==> src/rtl/player_sprite_plotter.sv <==
// rtl/player_sprite_plotter.sv - sweeps a WIDTH x HEIGHT sprite box into VGA-adapter pixel writes
// Optional PLAYER_SHIP_MASK_EN restricts plotting to a ship/triangle outline.
module player_sprite_plotter #(
    parameter int WIDTH  = 12,
    parameter int HEIGHT = 8,
    parameter int XMAX   = 160,
    parameter int YMAX   = 120
) (
    input  logic       clock,
    input  logic       reset,
    input  logic       start,
    input  logic [7:0] x_in,
    input  logic [6:0] y_in,
    input  logic [2:0] color_in,
    output logic [7:0] x_out,
    output logic [6:0] y_out,
    output logic [2:0] color_out,
    output logic       plot,
    output logic       busy,
    output logic       done
);
    typedef enum logic [1:0] {IDLE, DRAW, DONE} state_t;

    localparam logic [3:0] CX_LAST = 4'(WIDTH - 1);
    localparam logic [3:0] CY_LAST = 4'(HEIGHT - 1);
    localparam logic [8:0] X_LIMIT = 9'(XMAX);
    localparam logic [7:0] Y_LIMIT = 8'(YMAX);

    state_t     state;
    logic [3:0] cx, cy;
    logic [7:0] bx;
    logic [6:0] by;
    logic [2:0] bc;
    logic [8:0] sum_x;
    logic [7:0] sum_y;
    logic       visible;
    logic       shape_ok;

    // Sums keep their carry so sprites hanging off the right/bottom edge clip instead of wrapping.
    assign sum_x   = {1'b0, bx} + {5'b0, cx};
    assign sum_y   = {1'b0, by} + {4'b0, cy};
    assign visible = (sum_x < X_LIMIT) && (sum_y < Y_LIMIT);

`ifdef PLAYER_SHIP_MASK_EN
    localparam logic [4:0] HALF = 5'(WIDTH / 2);
    logic [4:0] diag;
    assign diag     = {1'b0, cx} + {1'b0, cy};
    assign shape_ok = (diag >= HALF - 5'd1) && ({1'b0, cx} <= {1'b0, cy} + HALF);
`else
    assign shape_ok = 1'b1;
`endif

    always_ff @(posedge clock) begin
        if (!reset) begin
            state     <= IDLE;
            cx        <= '0;
            cy        <= '0;
            bx        <= '0;
            by        <= '0;
            bc        <= '0;
            x_out     <= '0;
            y_out     <= '0;
            color_out <= '0;
            plot      <= 1'b0;
            busy      <= 1'b0;
            done      <= 1'b0;
        end else begin
            case (state)
                IDLE: begin
                    plot <= 1'b0;
                    busy <= 1'b0;
                    done <= 1'b0;
                    if (start) begin
                        bx    <= x_in;
                        by    <= y_in;
                        bc    <= color_in;
                        cx    <= '0;
                        cy    <= '0;
                        state <= DRAW;
                    end
                end
                DRAW: begin
                    x_out     <= sum_x[7:0];
                    y_out     <= sum_y[6:0];
                    color_out <= bc;
                    plot      <= visible && shape_ok;
                    busy      <= 1'b1;
                    if (cx == CX_LAST) begin
                        cx <= '0;
                        if (cy == CY_LAST) begin
                            state <= DONE;
                        end else begin
                            cy <= cy + 4'd1;
                        end
                    end else begin
                        cx <= cx + 4'd1;
                    end
                end
                DONE: begin
                    plot  <= 1'b0;
                    busy  <= 1'b0;
                    done  <= 1'b1;
                    state <= IDLE;
                end
                default: state <= IDLE;
            endcase
        end
    end
endmodule

==> config.mk <==
export PLATFORM = sky130hd
export DESIGN_NAME = player_sprite_plotter
export DESIGN_NICKNAME = d
export VERILOG_FILES = /design/src/rtl/player_sprite_plotter.sv
export SDC_FILE = /design/constraint.sdc
export NUM_CORES = 1
export LEC_CHECK = 0
export BUFFER_PORTS_ARGS = -buffer_cell sky130_fd_sc_hd__buf_2
export CELL_PAD_IN_SITES_DETAIL_PLACEMENT = 0
export CELL_PAD_IN_SITES_GLOBAL_PLACEMENT = 1
export CORE_ASPECT_RATIO = 0.8
export CORE_MARGIN = 2
export CORE_UTILIZATION = 41
export DETAILED_ROUTE_END_ITERATION = 16
export MAX_ROUTING_LAYER = met4
export PLACE_DENSITY_LB_ADDON = 0.1
export SLEW_MARGIN = 20
export SYNTH_ARGS = -nofsm -noshare
export SYNTH_HDL_FRONTEND = slang
export SYNTH_SLANG_ARGS = --single-unit
==> constraint.sdc <==
create_clock -name clock -period 2.6 [get_ports clock]
set_clock_uncertainty 0.1 [all_clocks]
set_input_delay 0.13 -clock clock [delete_from_list [all_inputs] [get_ports clock]]
set_output_delay 0.13 -clock clock [all_outputs]
set_load 0.01 [all_outputs]
==> results of run 1 <==
[layout by cell type, fill, tap and decap left out, drive strengths merged, types with 2 or more instances in the layout]
master,n
a22oi,3
dlygate4sd3,18
a21oi,38
nand4,2
mux2i,2
a21o,2
and3,2
ha,10
nor3,2
nand3,7
nand2b,7
buf,45
o21ai,5
xnor2,5
o311ai,2
dfxtp,49
clkbuf,7
a211oi,6
xor2,6
inv,10
nor2,22
nand2,67
fa,2
[power by group through the flow]
stage          Sequential [mW]  Combinational [mW]  Clock (mW)
2_1_floorplan            0.830               0.123           0
5_1_grt                  0.822               0.229       0.535
4_1_cts                  0.816               0.206       0.513
3_3_place_gp             0.833               0.186           0
3_5_place_dp             0.834               0.185           0
6_report                 0.815               0.203       0.490
[worst min-delay path by stage]
| stage | end | slack [ps] | depth (start not counted) |
|---|---|---|---|
| 5_1_grt | x_out[7]$_SDFFE_PN0P_ | 20 | 3 |
| 2_1_floorplan | busy$_SDFFE_PN0P_ | 150 | 2 |
| 3_5_place_dp | bc[1]$_SDFFE_PN0P_ | 280 | 3 |
| 3_3_place_gp | bx[2]$_SDFFE_PN0P_ | 270 | 3 |
| 4_1_cts | busy$_SDFFE_PN0P_ | 8 | 3 |
| 6_report | busy$_SDFFE_PN0P_ | 10 | 3 |
[sequential cells by signal, indices dropped and copies added, names as in the netlist]
register,count
cx,4
x_out,8
by,7
color_out,3
bc,3
busy,1
state,2
plot,1
cy,4
y_out,7
done,1
bx,8
[synth_stat cells]
library cell,number,share of area (%)
nor4b_1,1,0.38
nor2_2,1,0.27
inv_2,1,0.16
clkbuf_1,7,1.1
mux2i_1,2,0.86
xor2_1,6,2.3
o21bai_1,1,0.32
ha_1,10,5.4
a21o_1,2,0.65
or2_1,1,0.27
a41oi_1,1,0.38
nand2b_4,1,0.59
and3b_1,1,0.38
inv_1,9,1.5
fa_1,2,1.7
nor2_1,21,3.4
a221o_2,1,0.49
o21ai_0,5,1.1
nor3b_4,1,0.81
nor2b_1,1,0.27
and3_1,2,0.54
a311o_1,1,0.43
mux2_2,1,0.49
xnor2_1,5,1.9
buf_6,2,0.97
o2bb2ai_1,1,0.38
a22oi_1,3,0.97
buf_1,1,0.16
a211o_2,1,0.43
o311ai_1,2,0.76
o22ai_1,1,0.27
nand3_1,7,1.5
buf_4,1,0.32
o31ai_4,1,0.92
or3b_4,1,0.49
a211oi_1,6,1.9
nand4_1,2,0.54
nor3_1,2,0.43
nand2b_1,6,1.6
nand2_1,67,11
buf_2,4,0.86
a21oi_1,38,8.2
nand3b_1,1,0.32
dfxtp_1,49,42
[logic make-up (layout without fill, tap and decap cells)]
logic type / count (synthesis) / after routing / synth area share, %
muxes: 3 / 3 / 1.351
AOI/OAI and AO/OA: 64 / 64 / 17.23
buffers and inverters: 25 / 81 / 5.078
and+or+nand+nor: 116 / 116 / 22.69
xor gates and xnor gates: 11 / 11 / 4.160
adders and majority gates: 12 / 12 / 7.131
DFF: 49 / 49 / 42.36
[metal layers]
| metal | wire length (um) | part of all wire (%) |
|---|---|---|
| met5 | 0 | 0 |
| met4 | 56 | 1.1 |
| met3 | 170 | 3.2 |
| met2 | 2104 | 40 |
| met1 | 2954 | 56 |
[stage by stage]
step / total power, mW / setup slack [ps] / utilization, % / hold WS [ps] / cells
detailed placement: 1.018 / 478.5 / 47.05 / 278.6 / 388
finish: 1.508 / 461.6 / 52.20 / 13.22 / 414
CTS: 1.535 / 461.8 / 52.20 / 8.360 / 414
floorplan: 0.9531 / 655.9 / - / 153.7 / 280
global placement: 1.019 / 559.4 / 47.05 / 272.4 / 388
global route: 1.585 / 267.8 / 52.20 / 19.27 / 414
[critical path, cell delays in order, from the launching register on]
cell	delay (ps)
dfxtp_1	400
ha_1	190
inv_1	50
fa_1	380
nand2b_1	190
a21oi_1	280
nand2_1	110
xor2_1	150
a211oi_1	210
[final cells by class]
type / instances / area share, %
clock buffer: 7 / 3.377
timing repair buffer: 63 / 14.56
multi-input combinational: 206 / 42.76
tap: 78 / 3.421
clock inverter: 1 / 0.1754
inverter: 10 / 1.316
sequential: 49 / 34.39
[timing repair]
item | CTS | global route
endpoints found under the setup margin | 0 | 0
hold buffers | 18 | 0
hold endpoints to repair | 18 | 0
==> out/metrics.yaml, run 1 <==
hold_path:
  hp-start: "reset"
  hp-class: "in -> reg"
routing:
  viasPerCell: 4.792
  firstDrtPassIters: 4
  remaining_drc_errors: 0
  postRouteAntennaNets: 0
  wire_per_inst_um: 12.77
  routed_wl_um: 5286
  num_vias: 1984
  first_iter_violations: 100
critical_path:
  worstSetupStartpoint: "cx[0]$_SDFFE_PN0P_"
  crit_end: "x_out[6]$_SDFFE_PN0P_"
  endpoint_kind: "flip-flop"
  worst_ep_arrival_time_ps: 2260
  cp_max_fo: 4
  reg2reg_to: "x_out[6]$_SDFFE_PN0P_"
  r2r_slack_ps: 460
  crit_required_ps: 2730
  crit_type: "reg -> reg"
  startpoint_type: "flip-flop"
  r2r_cells: 8
  reg2reg_from: "cx[0]$_SDFFE_PN0P_"
power_and_ir_drop:
  power_leakage_nw: 1.186
  power_switching_mw: 0.3898
  intPower_mw: 1.119
  power_density_nw_per_um2: 528.8
  switching_share_pct: 25.84
  pwr-share-seq_pct: 54.1
  ir_drop_mv: 0.3192
  pwr-share-clk_pct: 32.5
  comb_power_share_pct: 13.5
placement:
  globalplace.congestion: 0.7571
  port_buffers: 41
  detailed_place_hpwl_um: 3694
  placed_area_um2: 2571
synth:
  ys_seq_elements: 49
  post_synth_inst_count: 280
  avgSynthCellArea_um2: 8.271
  synthesis.nets: 313
  synth_area_um2: 2316
  seq_area_frac_synth_pct: 42.36
  yosys_warnings: 0
  ys_types: 44
finish:
  area_growth_pct: 23.18
  antennaDiodeCount: 0
  finalNetCount: 368
  stdcell_area_um2: 2853
  fill_cells: 586
  ff_latch_area_um2: 980.9
  multi_input_area_um2: 1220
  drive_gt1_share_pct: 18.75
floorplan:
  row_count: 24
  core-area_um2: 5465
  die_area_um2: 6270
  pin_count: 42
  dieWidth_um: 88.03
  start_util_pct: 42.38
  die_h_um: 71.23
cts:
  h-tree-depth: 2
  clk_pin_slew_ps: 90
  cts_made_buffers: 5
  clock_latency_ps: 300
  cts_tree: "done"
  cts.sinks: 49
  postCtsSetupBuffers: 0
  cts-root-buf: "clkbuf_8"
  cts-resized-gates: 0
  cts_buffer_depth: 2
timing:
  worstMarginPinSlew_ps: 465.3
  min_period_ps: 2138
  tns_ps: 0
  finalCritPeriodShare_pct: 82.25
  final_max_slew_viol_count: 0
  relSlewSlack_pct: 68.65
  final_hold_viol_count: 0
  max_freq_ghz: 0.4676
  finalSetupViolations: 0
  rsz0062_at_grt: "false"
global_route:
  met2_usage_pct: 25.00
  met1_usage_pct: 26.59
  grt_pass1_wl_um: 8521
  busiest_layer: "met1"
  grt_use_total_pct: 17.97
  grt_max_degree: 30
  grt_pass1_vias: 1758
  use_met3_pct: 3.456
  gr-total-overflow: 0
  antenna_found_initial: 0
status:
  outcome: "finished clean"
job:
  drv_cap: 0
No activity file was read; power rests on OpenSTA's default activity.
==> inputs of run 2 (changes only) <==
- CORE_UTILIZATION: 41 -> 37
- clock period: 2.6 -> 1.8 ns (I/O delays scaled with it)
==> out/metrics.yaml, run 2 (synthesis gave the netlist of run 1 again) <==
finish:
  finalNetCount: 395  # +7.3%
  reg.largest.list: "bx x8, x_out x8"
  drive_gt1_share_pct: 32.04  # +13 points
  antennaDiodeCount: 0  # unchanged
  layout_commonest_cell: "nand2_1"
  final_core_util_pct: 54.07  # +1.9 points
  area_growth_pct: 39.49
  final_cell_mix: "nand2_1, dfxtp_1, buf_2, a21oi_1, buf_4"
routing:
  wire_per_inst_um: 13.42  # +5.1%
  num_vias: 2099  # +5.8%
  remaining_drc_errors: 0  # unchanged
  routed_wl_um: 5947  # +13%
  postRouteAntennaNets: 0  # unchanged
  first_iter_violations: 95  # -5.0%
  viasPerCell: 4.738  # -1.1%
  firstDrtPassIters: 4  # unchanged
timing:
  worstMarginPinSlew_ps: 474.7  # +9.418 ps
  relSlewSlack_pct: 68.35  # -0.30 points
  fin_ws_ps: -28.28  # -489.9 ps
  finalCritPeriodShare_pct: 101.6  # +19 points
  final_hold_viol_count: 0  # unchanged
  finalSetupViolations: 3  # +3
  max_freq_ghz: 0.5470  # +17%
  final_max_slew_viol_count: 0  # unchanged
  min_period_ps: 1828  # -310.1 ps
  rsz0062_at_grt: "true"
critical_path:
  endpoint_kind: "flip-flop"
  cp_max_fo: 3  # -1
  worst_ep_arrival_time_ps: 1950  # -310 ps
  crit_required_ps: 1930  # -800 ps
  startpoint_type: "flip-flop"
  r2r_slack_ps: -30  # -490 ps
  crit_type: "reg -> reg"
floorplan:
  core-area_um2: 5974  # +9.3%
  row_count: 25  # +4.2%
  die_area_um2: 6912  # +10%
  pin_count: 42  # unchanged
  die_h_um: 74.77  # +5.0%
  start_util_pct: 38.76  # -3.6 points
  dieWidth_um: 92.46  # +5.0%
power_and_ir_drop:
  power_mw: 2.195  # +46%
  ir_drop_mv: 0.3710  # +16%
  power_density_nw_per_um2: 679.6  # +29%
  power_leakage_nw: 1.324  # +12%
cts:
  cts_buffer_depth: 2  # unchanged
  clk_pin_slew_ps: 90  # about the same
  cts-root-buf: "clkbuf_8"
  clock_latency_ps: 310  # about the same
  cts_tree: "done"
  h-tree-depth: 2  # unchanged
  cts.sinks: 49  # unchanged
  cts_made_buffers: 5  # unchanged
placement:
  port_buffers: 41  # unchanged
  globalplace.congestion: 0.7951  # +5.0%
  detailed_place_hpwl_um: 4064  # +10%
global_route:
  grt_pass1_vias: 1996  # +14%
  grt_pass1_wl_um: 9791  # +15%
  grt_max_degree: 45  # +50%
  gr-total-overflow: 0  # unchanged
  grt_use_total_pct: 18.79  # +0.82 points
  antenna_found_initial: 0  # unchanged
status:
  outcome: "finished, violations left"
  failed_checks: "setup timing"
job:
  drv_cap: 0  # unchanged
hold_path:
  hp-class: "in -> reg"
==> run 2: layout make-up <==
type                       instances  area, um^2
tap                               81       101.3
timing repair buffer              90       631.9
sequential                        49       988.4
clock buffer                       7       86.33
multi-input combinational        206        1385
inverter                          10       37.54
fill                             574        2744
==> run 2: worst max-delay path: stages, from the launching register on <==
cell      delay, ps
dfxtp_2         360
ha_4            140
inv_2            30
fa_2            360
nand2b_4        180
a21oi_4         160
nand2_1          80
xor2_1          150
a211oi_1        190
==> run 2: per-layer routing <==
metal	global-route usage (%)	wire, um	vias to the layer above
li1	-	-	1107
met1	27.78	3256	946
met2	25.79	2407	42
met3	5.205	253	4
met4	2.985	29	0
met5	-	0	-
==> run 2: final timing paths <==
path                                          from                     to  cells past startpoint
worst max-delay path            cx[0]$_SDFFE_PN0P_  x_out[6]$_SDFFE_PN0P_                      8
worst min-delay path                         start     cx[2]$_SDFFE_PN0P_                      6
worst max register to register  cx[0]$_SDFFE_PN0P_  x_out[6]$_SDFFE_PN0P_                      8
worst min register to register   busy$_SDFFE_PN0P_      busy$_SDFFE_PN0P_                      2
==> run 2: per-stage QoR <==
| stage | TNS [ps] | cells | hold WS [ps] | cell area (um^2) | setup WS [ps] |
|---|---|---|---|---|---|
| floorplan | -18.66 | 280 | 113.7 | 2337 | -18.66 |
| global placement | -417.6 | 411 | 233.5 | 2746 | -146.5 |
| detailed placement | -543.3 | 411 | 238.0 | 2746 | -153.5 |
| CTS | -80.15 | 438 | 187.9 | 3079 | -52.50 |
| global route | -540.8 | 443 | 283.5 | 3231 | -134.6 |
| finish | -45.93 | 443 | 198.6 | 3231 | -28.28 |
==> run 2: timing repair <==
item | 4_1_cts | 5_1_grt
setup endpoints to repair | 6 | 10
hold buffers | 19 | 0
pin swaps | 7 | 12
hold endpoints to repair | 20 | 0
setup buffers | 1 | 5
gates resized for setup | 11 | 22
==> run 2: power by group <==
part / internal (mW) / switching, mW
registers: 1.14 / 0.0436
logic: 0.166 / 0.179
clock network: 0.306 / 0.365
total: 1.61 / 0.588
